<file path="config.mk">
export PLATFORM = sky130hd
export DESIGN_NAME = mem_loader_flat
export DESIGN_NICKNAME = d
export VERILOG_FILES = /design/src/rtl/mem_loader_pkg.sv /design/src/rtl/mem_loader_if.sv /design/src/rtl/mem_loader_cksum.sv /design/src/rtl/mem_loader.sv /design/src/flat_wrapper.sv
export SDC_FILE = /design/constraint.sdc
export NUM_CORES = 1
export LEC_CHECK = 0
export ABC_AREA = 1
export CAP_MARGIN = 20
export CELL_PAD_IN_SITES_DETAIL_PLACEMENT = 2
export CELL_PAD_IN_SITES_GLOBAL_PLACEMENT = 2
export CORE_MARGIN = 2
export CORE_UTILIZATION = 33
export DETAILED_ROUTE_END_ITERATION = 10
export PLACE_DENSITY = 0.86
export SYNTH_ARGS = -nofsm -noshare
export SYNTH_HDL_FRONTEND = slang
export SYNTH_HIERARCHICAL = 1
export SYNTH_SLANG_ARGS = --single-unit
export TNS_END_PERCENT = 50
</file>
<file path="constraint.sdc">
create_clock -name clock -period 2.1 [get_ports clock]
set_input_delay 0.63 -clock clock [delete_from_list [all_inputs] [get_ports clock]]
set_output_delay 0.63 -clock clock [all_outputs]
set_load 0.01 [all_outputs]
</file>
<file path="src/rtl/mem_loader_pkg.sv">
// Shared definitions for the boot-stream SRAM loader: widths, state encodings,
// write-phase length and the SRAM write payload.
package mem_loader_pkg;

  localparam int unsigned STATE_W      = 4;
  localparam int unsigned BYTE_W       = 8;
  localparam int unsigned ADDR_W       = 16;
  localparam int unsigned DATA_W       = 16;
  localparam int unsigned CNT_W        = 16;
  localparam int unsigned WRITE_PHASES = 3;

  localparam logic [STATE_W-1:0] ST_ADDR_H  = STATE_W'(0);
  localparam logic [STATE_W-1:0] ST_ADDR_L  = STATE_W'(1);
  localparam logic [STATE_W-1:0] ST_CNT_H   = STATE_W'(2);
  localparam logic [STATE_W-1:0] ST_CNT_L   = STATE_W'(3);
  localparam logic [STATE_W-1:0] ST_DATA_H  = STATE_W'(4);
  localparam logic [STATE_W-1:0] ST_DATA_L  = STATE_W'(5);
  localparam logic [STATE_W-1:0] ST_W_SETUP = STATE_W'(6);
  localparam logic [STATE_W-1:0] ST_W_PULSE = STATE_W'(7);
  localparam logic [STATE_W-1:0] ST_W_HOLD  = STATE_W'(8);
  localparam logic [STATE_W-1:0] ST_CHK     = STATE_W'(9);
  localparam logic [STATE_W-1:0] ST_DONE    = STATE_W'(10);
  localparam logic [STATE_W-1:0] ST_ERR     = STATE_W'(11);

  typedef struct packed {
    logic [ADDR_W-1:0] addr;
    logic [DATA_W-1:0] data;
  } sram_wr_t;

  // States in which a stream byte may be accepted.
  function automatic logic is_rx_state(input logic [STATE_W-1:0] s);
    return (s == ST_ADDR_H) || (s == ST_ADDR_L) || (s == ST_CNT_H) ||
           (s == ST_CNT_L)  || (s == ST_DATA_H) || (s == ST_DATA_L) ||
           (s == ST_CHK);
  endfunction

  // States in which the loader owns the SRAM bus.
  function automatic logic is_wr_state(input logic [STATE_W-1:0] s);
    return (s == ST_W_SETUP) || (s == ST_W_PULSE) || (s == ST_W_HOLD);
  endfunction

endpackage

</file>
<file path="src/rtl/mem_loader_if.sv">
// Byte-stream input, SRAM bus and CPU-release status of the loader, bundled.
interface mem_loader_if;
  import mem_loader_pkg::*;

  logic [BYTE_W-1:0] rxData;
  logic              rxValid;
  logic              rxReady;
  logic [ADDR_W-1:0] addrOut;
  logic [DATA_W-1:0] dataOut;
  logic              notBusOE;
  logic              memNotCS;
  logic              memNotWE;
  logic              memNotOE;
  logic              cpuNotReset;
  logic              done;
  logic              error;

  // master: the loader itself; slave: stream source, SRAM and CPU side.
  modport master (
    input  rxData, rxValid,
    output rxReady, addrOut, dataOut, notBusOE, memNotCS, memNotWE,
           memNotOE, cpuNotReset, done, error
  );

  modport slave (
    output rxData, rxValid,
    input  rxReady, addrOut, dataOut, notBusOE, memNotCS, memNotWE,
           memNotOE, cpuNotReset, done, error
  );

endinterface

</file>
<file path="src/rtl/mem_loader_cksum.sv">
// Running modulo-256 sum of accepted stream bytes, with synchronous clear.
module mem_loader_cksum
  import mem_loader_pkg::*;
(
  input  logic              clk,
  input  logic              rst_n,
  input  logic              clr_i,
  input  logic              en_i,
  input  logic [BYTE_W-1:0] byte_i,
  output logic [BYTE_W-1:0] sum_o
);

  logic [BYTE_W-1:0] sum_q;
  logic [BYTE_W-1:0] sum_d;

  always_comb begin
    sum_d = sum_q;
    if (clr_i) begin
      sum_d = '0;
    end else if (en_i) begin
      sum_d = BYTE_W'(sum_q + byte_i);
    end
  end

  always_ff @(posedge clk or negedge rst_n) begin
    if (!rst_n) begin
      sum_q <= '0;
    end else begin
      sum_q <= sum_d;
    end
  end

  assign sum_o = sum_q;

endmodule

</file>
<file path="src/rtl/mem_loader.sv">
// Boot loader: parses address/count/words/checksum from a byte stream, writes
// each word to SRAM with a 3-cycle strobe, and releases the CPU on a good image.
module mem_loader
  import mem_loader_pkg::*;
(
  input  logic         clock,
  input  logic         notReset,
  mem_loader_if.master bus
);

  logic [STATE_W-1:0] state_q, state_d;
  sram_wr_t           wr_q, wr_d;
  logic [CNT_W-1:0]   cnt_q, cnt_d;

  logic rx_ready_q,  rx_ready_d;
  logic bus_oe_n_q,  bus_oe_n_d;
  logic cs_n_q,      cs_n_d;
  logic we_n_q,      we_n_d;
  logic cpu_rst_n_q, cpu_rst_n_d;
  logic done_q,      done_d;
  logic error_q,     error_d;

  logic              xfer;
  logic              sum_en;
  logic              sum_clr;
  logic [BYTE_W-1:0] sum;

  assign xfer    = bus.rxValid && rx_ready_q;
  // The checksum byte itself is compared, never accumulated.
  assign sum_en  = xfer && (state_q != ST_CHK);
  assign sum_clr = (state_q == ST_DONE) || (state_q == ST_ERR);

  mem_loader_cksum u_cksum (
    .clk    (clock),
    .rst_n  (notReset),
    .clr_i  (sum_clr),
    .en_i   (sum_en),
    .byte_i (bus.rxData),
    .sum_o  (sum)
  );

  // Next state, datapath and output decode.
  always_comb begin
    state_d     = state_q;
    wr_d        = wr_q;
    cnt_d       = cnt_q;
    rx_ready_d  = 1'b0;
    bus_oe_n_d  = 1'b1;
    cs_n_d      = 1'b1;
    we_n_d      = 1'b1;
    cpu_rst_n_d = 1'b0;
    done_d      = 1'b0;
    error_d     = 1'b0;

    case (state_q)
      ST_ADDR_H: begin
        if (xfer) begin
          wr_d.addr[15:8] = bus.rxData;
          state_d         = ST_ADDR_L;
        end
      end
      ST_ADDR_L: begin
        if (xfer) begin
          wr_d.addr[7:0] = bus.rxData;
          state_d        = ST_CNT_H;
        end
      end
      ST_CNT_H: begin
        if (xfer) begin
          cnt_d[15:8] = bus.rxData;
          state_d     = ST_CNT_L;
        end
      end
      ST_CNT_L: begin
        if (xfer) begin
          cnt_d[7:0] = bus.rxData;
          state_d    = ({cnt_q[15:8], bus.rxData} != '0) ? ST_DATA_H : ST_CHK;
        end
      end
      ST_DATA_H: begin
        if (xfer) begin
          wr_d.data[15:8] = bus.rxData;
          state_d         = ST_DATA_L;
        end
      end
      ST_DATA_L: begin
        if (xfer) begin
          wr_d.data[7:0] = bus.rxData;
          state_d        = ST_W_SETUP;
        end
      end
      ST_W_SETUP: state_d = ST_W_PULSE;
      ST_W_PULSE: state_d = ST_W_HOLD;
      ST_W_HOLD: begin
        // Address wraps naturally at 16 bits.
        wr_d.addr = ADDR_W'(wr_q.addr + ADDR_W'(1));
        cnt_d     = CNT_W'(cnt_q - CNT_W'(1));
        state_d   = (cnt_q != CNT_W'(1)) ? ST_DATA_H : ST_CHK;
      end
      ST_CHK: begin
        if (xfer) begin
          state_d = (bus.rxData == sum) ? ST_DONE : ST_ERR;
        end
      end
      ST_DONE: state_d = ST_DONE;
      ST_ERR:  state_d = ST_ERR;
      default: state_d = ST_ADDR_H;
    endcase

    // Outputs are registered from the next state so they align with state_q.
    rx_ready_d  = is_rx_state(state_d);
    bus_oe_n_d  = !is_wr_state(state_d);
    cs_n_d      = !is_wr_state(state_d);
    we_n_d      = (state_d != ST_W_PULSE);
    cpu_rst_n_d = (state_d == ST_DONE);
    done_d      = (state_d == ST_DONE);
    error_d     = (state_d == ST_ERR);
  end

  always_ff @(posedge clock or negedge notReset) begin
    if (!notReset) begin
      state_q     <= ST_ADDR_H;
      wr_q        <= '0;
      cnt_q       <= '0;
      rx_ready_q  <= 1'b1;
      bus_oe_n_q  <= 1'b1;
      cs_n_q      <= 1'b1;
      we_n_q      <= 1'b1;
      cpu_rst_n_q <= 1'b0;
      done_q      <= 1'b0;
      error_q     <= 1'b0;
    end else begin
      state_q     <= state_d;
      wr_q        <= wr_d;
      cnt_q       <= cnt_d;
      rx_ready_q  <= rx_ready_d;
      bus_oe_n_q  <= bus_oe_n_d;
      cs_n_q      <= cs_n_d;
      we_n_q      <= we_n_d;
      cpu_rst_n_q <= cpu_rst_n_d;
      done_q      <= done_d;
      error_q     <= error_d;
    end
  end

  assign bus.rxReady     = rx_ready_q;
  assign bus.addrOut     = wr_q.addr;
  assign bus.dataOut     = wr_q.data;
  assign bus.notBusOE    = bus_oe_n_q;
  assign bus.memNotCS    = cs_n_q;
  assign bus.memNotWE    = we_n_q;
  assign bus.memNotOE    = 1'b1;
  assign bus.cpuNotReset = cpu_rst_n_q;
  assign bus.done        = done_q;
  assign bus.error       = error_q;

endmodule

</file>
<file path="src/flat_wrapper.sv">
// flat-port wrapper written by rule: the top's interface ports become plain ports
module mem_loader_flat import mem_loader_pkg::*;
  (clock, notReset, bus_rxData, bus_rxValid, bus_rxReady, bus_addrOut, bus_dataOut, bus_notBusOE, bus_memNotCS, bus_memNotWE, bus_memNotOE, bus_cpuNotReset, bus_done, bus_error);
  mem_loader_if bus_i ();
  input  logic clock;
  input  logic notReset;
  input wire logic [$bits(bus_i.rxData)-1:0] bus_rxData;
  input wire logic [$bits(bus_i.rxValid)-1:0] bus_rxValid;
  output wire logic [$bits(bus_i.rxReady)-1:0] bus_rxReady;
  output wire logic [$bits(bus_i.addrOut)-1:0] bus_addrOut;
  output wire logic [$bits(bus_i.dataOut)-1:0] bus_dataOut;
  output wire logic [$bits(bus_i.notBusOE)-1:0] bus_notBusOE;
  output wire logic [$bits(bus_i.memNotCS)-1:0] bus_memNotCS;
  output wire logic [$bits(bus_i.memNotWE)-1:0] bus_memNotWE;
  output wire logic [$bits(bus_i.memNotOE)-1:0] bus_memNotOE;
  output wire logic [$bits(bus_i.cpuNotReset)-1:0] bus_cpuNotReset;
  output wire logic [$bits(bus_i.done)-1:0] bus_done;
  output wire logic [$bits(bus_i.error)-1:0] bus_error;
  assign bus_i.rxData = bus_rxData;
  assign bus_i.rxValid = bus_rxValid;
  assign bus_rxReady = bus_i.rxReady;
  assign bus_addrOut = bus_i.addrOut;
  assign bus_dataOut = bus_i.dataOut;
  assign bus_notBusOE = bus_i.notBusOE;
  assign bus_memNotCS = bus_i.memNotCS;
  assign bus_memNotWE = bus_i.memNotWE;
  assign bus_memNotOE = bus_i.memNotOE;
  assign bus_cpuNotReset = bus_i.cpuNotReset;
  assign bus_done = bus_i.done;
  assign bus_error = bus_i.error;
  mem_loader u_core (.clock(clock), .notReset(notReset), .bus(bus_i));
endmodule
</file>
==> results of run 1 <==
-- placed cells by master (no fill, tap or decap), types with 3 or more instances in the layout --
| cell | Yosys | layout |
|---|---|---|
| nand2_1 | 139 | 139 |
| dfrtp_1 | 62 | 62 |
| inv_1 | 54 | 54 |
| clkdlybuf4s50_1 | 0 | 47 |
| nor2_1 | 43 | 43 |
| buf_4 | 5 | 35 |
| o21ai_0 | 28 | 28 |
| nand3_1 | 25 | 25 |
| nand2_2 | 17 | 17 |
| inv_2 | 13 | 13 |
| o211ai_1 | 10 | 10 |
| xor2_1 | 10 | 10 |
| ha_1 | 10 | 10 |
| clkbuf_16 | 0 | 9 |
| a21oi_1 | 9 | 9 |
| xnor2_1 | 7 | 7 |
| nor2_2 | 7 | 7 |
| nand4_1 | 7 | 7 |
| o22ai_1 | 7 | 7 |
| nor2_4 | 5 | 5 |
| o21ai_1 | 5 | 5 |
| nor3_1 | 5 | 5 |
| clkinv_1 | 4 | 4 |
| o221ai_1 | 4 | 4 |
| clkbuf_1 | 1 | 3 |
| a31oi_1 | 3 | 3 |
| dfstp_2 | 3 | 3 |
| buf_12 | 1 | 3 |
-- metrics by stage --
| stage | TNS, ns | area, um2 |
|---|---|---|
| 2_1_floorplan | 0 | 4172 |
| 3_3_place_gp | -0.7779 | 5124 |
| 3_5_place_dp | -2.858 | 5124 |
| 4_1_cts | 0 | 5414 |
| 5_1_grt | 0 | 5416 |
| 6_report | 0 | 5416 |
-- power groups by stage --
stage / combinational [mW] / sequential [mW] / clock (mW)
after floorplan: 0.0468 / 1.28 / 0
after global placement: 0.158 / 1.28 / 0
after detailed placement: 0.166 / 1.28 / 0
after CTS: 0.166 / 1.25 / 1.56
after global routing: 0.179 / 1.25 / 1.60
final: 0.163 / 1.25 / 1.53
-- how the worst min path moves through the flow --
stage                                             startpoint                                 end  slack [ns]  depth (start not counted)
after floorplan                                     notReset   u_core/bus.addrOut[0]$_DFFE_PN0P_        0.33                          0
final                                               notReset  u_core/bus.addrOut[12]$_DFFE_PN0P_        0.29                          2
after detailed placement         u_core/cnt_q[1]$_DFFE_PN0P_         u_core/cnt_q[1]$_DFFE_PN0P_        0.50                          2
after global routing                                notReset  u_core/bus.addrOut[12]$_DFFE_PN0P_        0.33                          2
after CTS                                           notReset  u_core/bus.addrOut[12]$_DFFE_PN0P_        0.32                          2
after global placement    u_core/bus.dataOut[12]$_DFFE_PN0P_  u_core/bus.dataOut[12]$_DFFE_PN0P_        0.47                          2
-- registers in the layout (all words and copies together) (netlist names) --
signal and cells:
u_core/bus.error 1, u_core/bus.addrOut 16, u_core/u_cksum/sum_o 8, u_core/bus.rxReady 1
u_core/state_q 4, u_core/bus.done 1, u_core/bus.memNotWE 1, u_core/bus.memNotCS 1
u_core/cnt_q 16, u_core/bus.dataOut 16
-- logic make-up (layout without fill, tap and decap cells) --
logic type | after synthesis | in the layout | share of synthesized area
XOR/XNOR | 18 | 18 | 0.03959
adder cells (fa/ha/maj) | 11 | 11 | 0.03479
flip-flops | 65 | 65 | 0.3908
AND/OR/NAND/NOR | 267 | 267 | 0.3131
other | 1 | 1 | 0.0008990
buffers and inverters | 83 | 177 | 0.08668
AO/OA/AOI/OAI | 82 | 82 | 0.1341
-- what timing repair did --
action                                 CTS  global route
resized for setup                        0             1
setup buffers                            0             0
endpoints found under the hold margin    0             0
setup endpoints to repair                0             1
-- cells in the mapped netlist (all sizes together) --
master / n
a31oi: 4
a32o: 1
ha: 10
nor3: 7
o311ai: 1
o21bai: 2
inv: 70
a22o: 2
nor4: 2
or2: 3
xnor2: 7
clkinv: 4
nand4: 9
a31o: 1
o21a: 1
o21ai: 33
conb: 1
o211ai: 12
a32oi: 1
o221ai: 6
xor2: 11
dfrtp: 62
nor2: 56
nand3b: 2
a21o: 1
nand3: 28
clkbuf: 1
o22ai: 7
fa: 1
buf: 8
dfstp: 3
nand2: 160
a21oi: 10
-- layout make-up --
class / instances / area [um2]
Timing Repair Buffer: 87 / 810.8
Clock buffer: 13 / 250.2
Inverter: 74 / 290.3
Tap cell: 172 / 215.2
Fill cell: 1441 / 7049
Sequential cell: 65 / 1630
Clock inverter: 3 / 40.04
Multi-Input combinational cell: 379 / 2180
-- routing by layer --
layer	up-vias	wire length, um
met4	0	421
met1	2021	6310
li1	1886	-
met2	61	7910
met3	30	310
met5	-	0
==> flow_summary.json, run 1 <==
{
  "wirelength_um": 14950,
  "worstPathMaxFanout": 8,
  "drv_cap": 0,
  "yosysTopAreaCellShare": 0.3719,
  "drc": 0,
  "pin_count": 51,
  "ys_ff_latch": 65,
  "total_power_mw": 2.944,
  "io_buffers": 49,
  "p_leak_nw": 2.560,
  "setup.worst_path.end": "bus_addrOut[7]",
  "post_drt_wl_per_cell_um": 18.85,
  "cts_tree": "built",
  "avgSynthCellArea_um2": 7.916,
  "dp_slack_ns": -0.2429,
  "synthTopCellsByArea": "dfrtp_1, nand2_1, inv_1",
  "first_iter_violations": 185,
  "start_util": 0.3346,
  "hold_class": "in -> async",
  "fin_nets": 638,
  "finalClockSkew_ns": 0.007987,
  "gp_congestion": 0.8713,
  "synth_nets": 549,
  "rsz0062_at_grt": "no",
  "layout.cells.non_filler": 793,
  "design.die.area_mm2": 0.01356,
  "fin_util": 0.4345,
  "worst-path-stages": 1,
  "required_ns": 1.47,
  "ctsRootBufferMaster": "clkbuf_16",
  "viasPerCell": 5.042,
  "core_area_mm2": 0.01247,
  "grt_pass1_wl_um": 24240,
  "antenna_found_initial": 0,
  "clk_latency_ns": 0.34,
  "syn-cell-area_mm2": 0.004172,
  "placedCellCount": 777,
  "use_met2": 0.4360,
  "antenna_cells": 0,
  "period_needed_ns": 2.063,
  "ff2ff_setup_slack_ns": 0.26,
  "hold_viol_final": 0,
  "hold_ws_ns": 0.2882,
  "p_int_mw": 2.265,
  "start_kind": "flop",
  "dp_hpwl_um": 11450,
  "comb_power_share": 0.055,
  "grt_pass1_vias": 4596,
  "p_clk_frac": 0.519,
  "slowest_delay_ns": 0.60,
  "setup_viol": 0,
  "seqPwrFrac": 0.426,
  "row_count": 41,
  "synth_top_area_cell": "dfrtp_1",
  "drive_above_1_share": 0.1965,
  "htreeDepth": 3,
  "grt-ovfl-total": 0,
  "die_x_um": 116.4,
  "p_sw_frac": 0.2307,
  "slowest_stage": "clkdlybuf4s50_1",
  "fin_ws_ns": 0.03659,
  "cp_num_buf_inv": 1,
  "syn_inst": 527,
  "use_met1": 0.2761,
  "worstReg2RegEnd": "u_core/bus.addrOut[14]$_DFFE_PN0P_",
  "cts_max_path_buffers": 2,
  "reg2reg_depth": 9,
  "use_met3": 0.03166,
  "fmax_mhz": 484.6,
  "r2r-start": "u_core/bus.addrOut[0]$_DFFE_PN0P_",
  "power.switching_uw": 679.1,
  "postRouteAntennaNets": 0,
  "track_usage": 0.2370,
  "path_cells": "clkdlybuf4s50_1",
  "post-route-period-util": 0.9826,
  "cts_hold_buf": 0,
  "irDropWorstVdd_uv": 406.3,
  "die_y_um": 116.4,
  "yosysSeqAreaShare": 0.3908,
  "ys_types": 57,
  "area_growth_syn_to_layout_pct": 29.84,
  "path_delay_family": "buffers and inverters",
  "first_pass_iters": 4,
  "cts.sinks": 65,
  "path_clk_slew_ns": 0.06,
  "drv_slew": 0,
  "startpoint": "u_core/bus.addrOut[7]$_DFFE_PN0P_",
  "endpoint_kind": "output port",
  "critPathKind": "reg -> out",
  "grt_max_degree": 66,
  "via_count": 3998,
  "status": "completed",
  "crit_arrival_ns": 1.43,
  "power_density_mw_per_mm2": 543.5,
  "top_usage_layer": "met2",
  "yosysWarnings": 6,
  "cts_made_buffers": 9
}
Note: power is estimated with default switching activity, not from simulation.
==> inputs of run 2 (changes only) <==
--- a/config.mk
+++ b/config.mk
@@ -6,13 +6,13 @@
 export NUM_CORES = 1
 export LEC_CHECK = 0
 export ABC_AREA = 1
-export CAP_MARGIN = 20
 export CELL_PAD_IN_SITES_DETAIL_PLACEMENT = 2
 export CELL_PAD_IN_SITES_GLOBAL_PLACEMENT = 2
 export CORE_MARGIN = 2
 export CORE_UTILIZATION = 33
 export DETAILED_ROUTE_END_ITERATION = 10
 export PLACE_DENSITY = 0.86
+export SLEW_MARGIN = 20
 export SYNTH_ARGS = -nofsm -noshare
 export SYNTH_HDL_FRONTEND = slang
 export SYNTH_HIERARCHICAL = 1
==> results of run 2 <==
Final layout, timing and power as in run 1 (identical DEF).
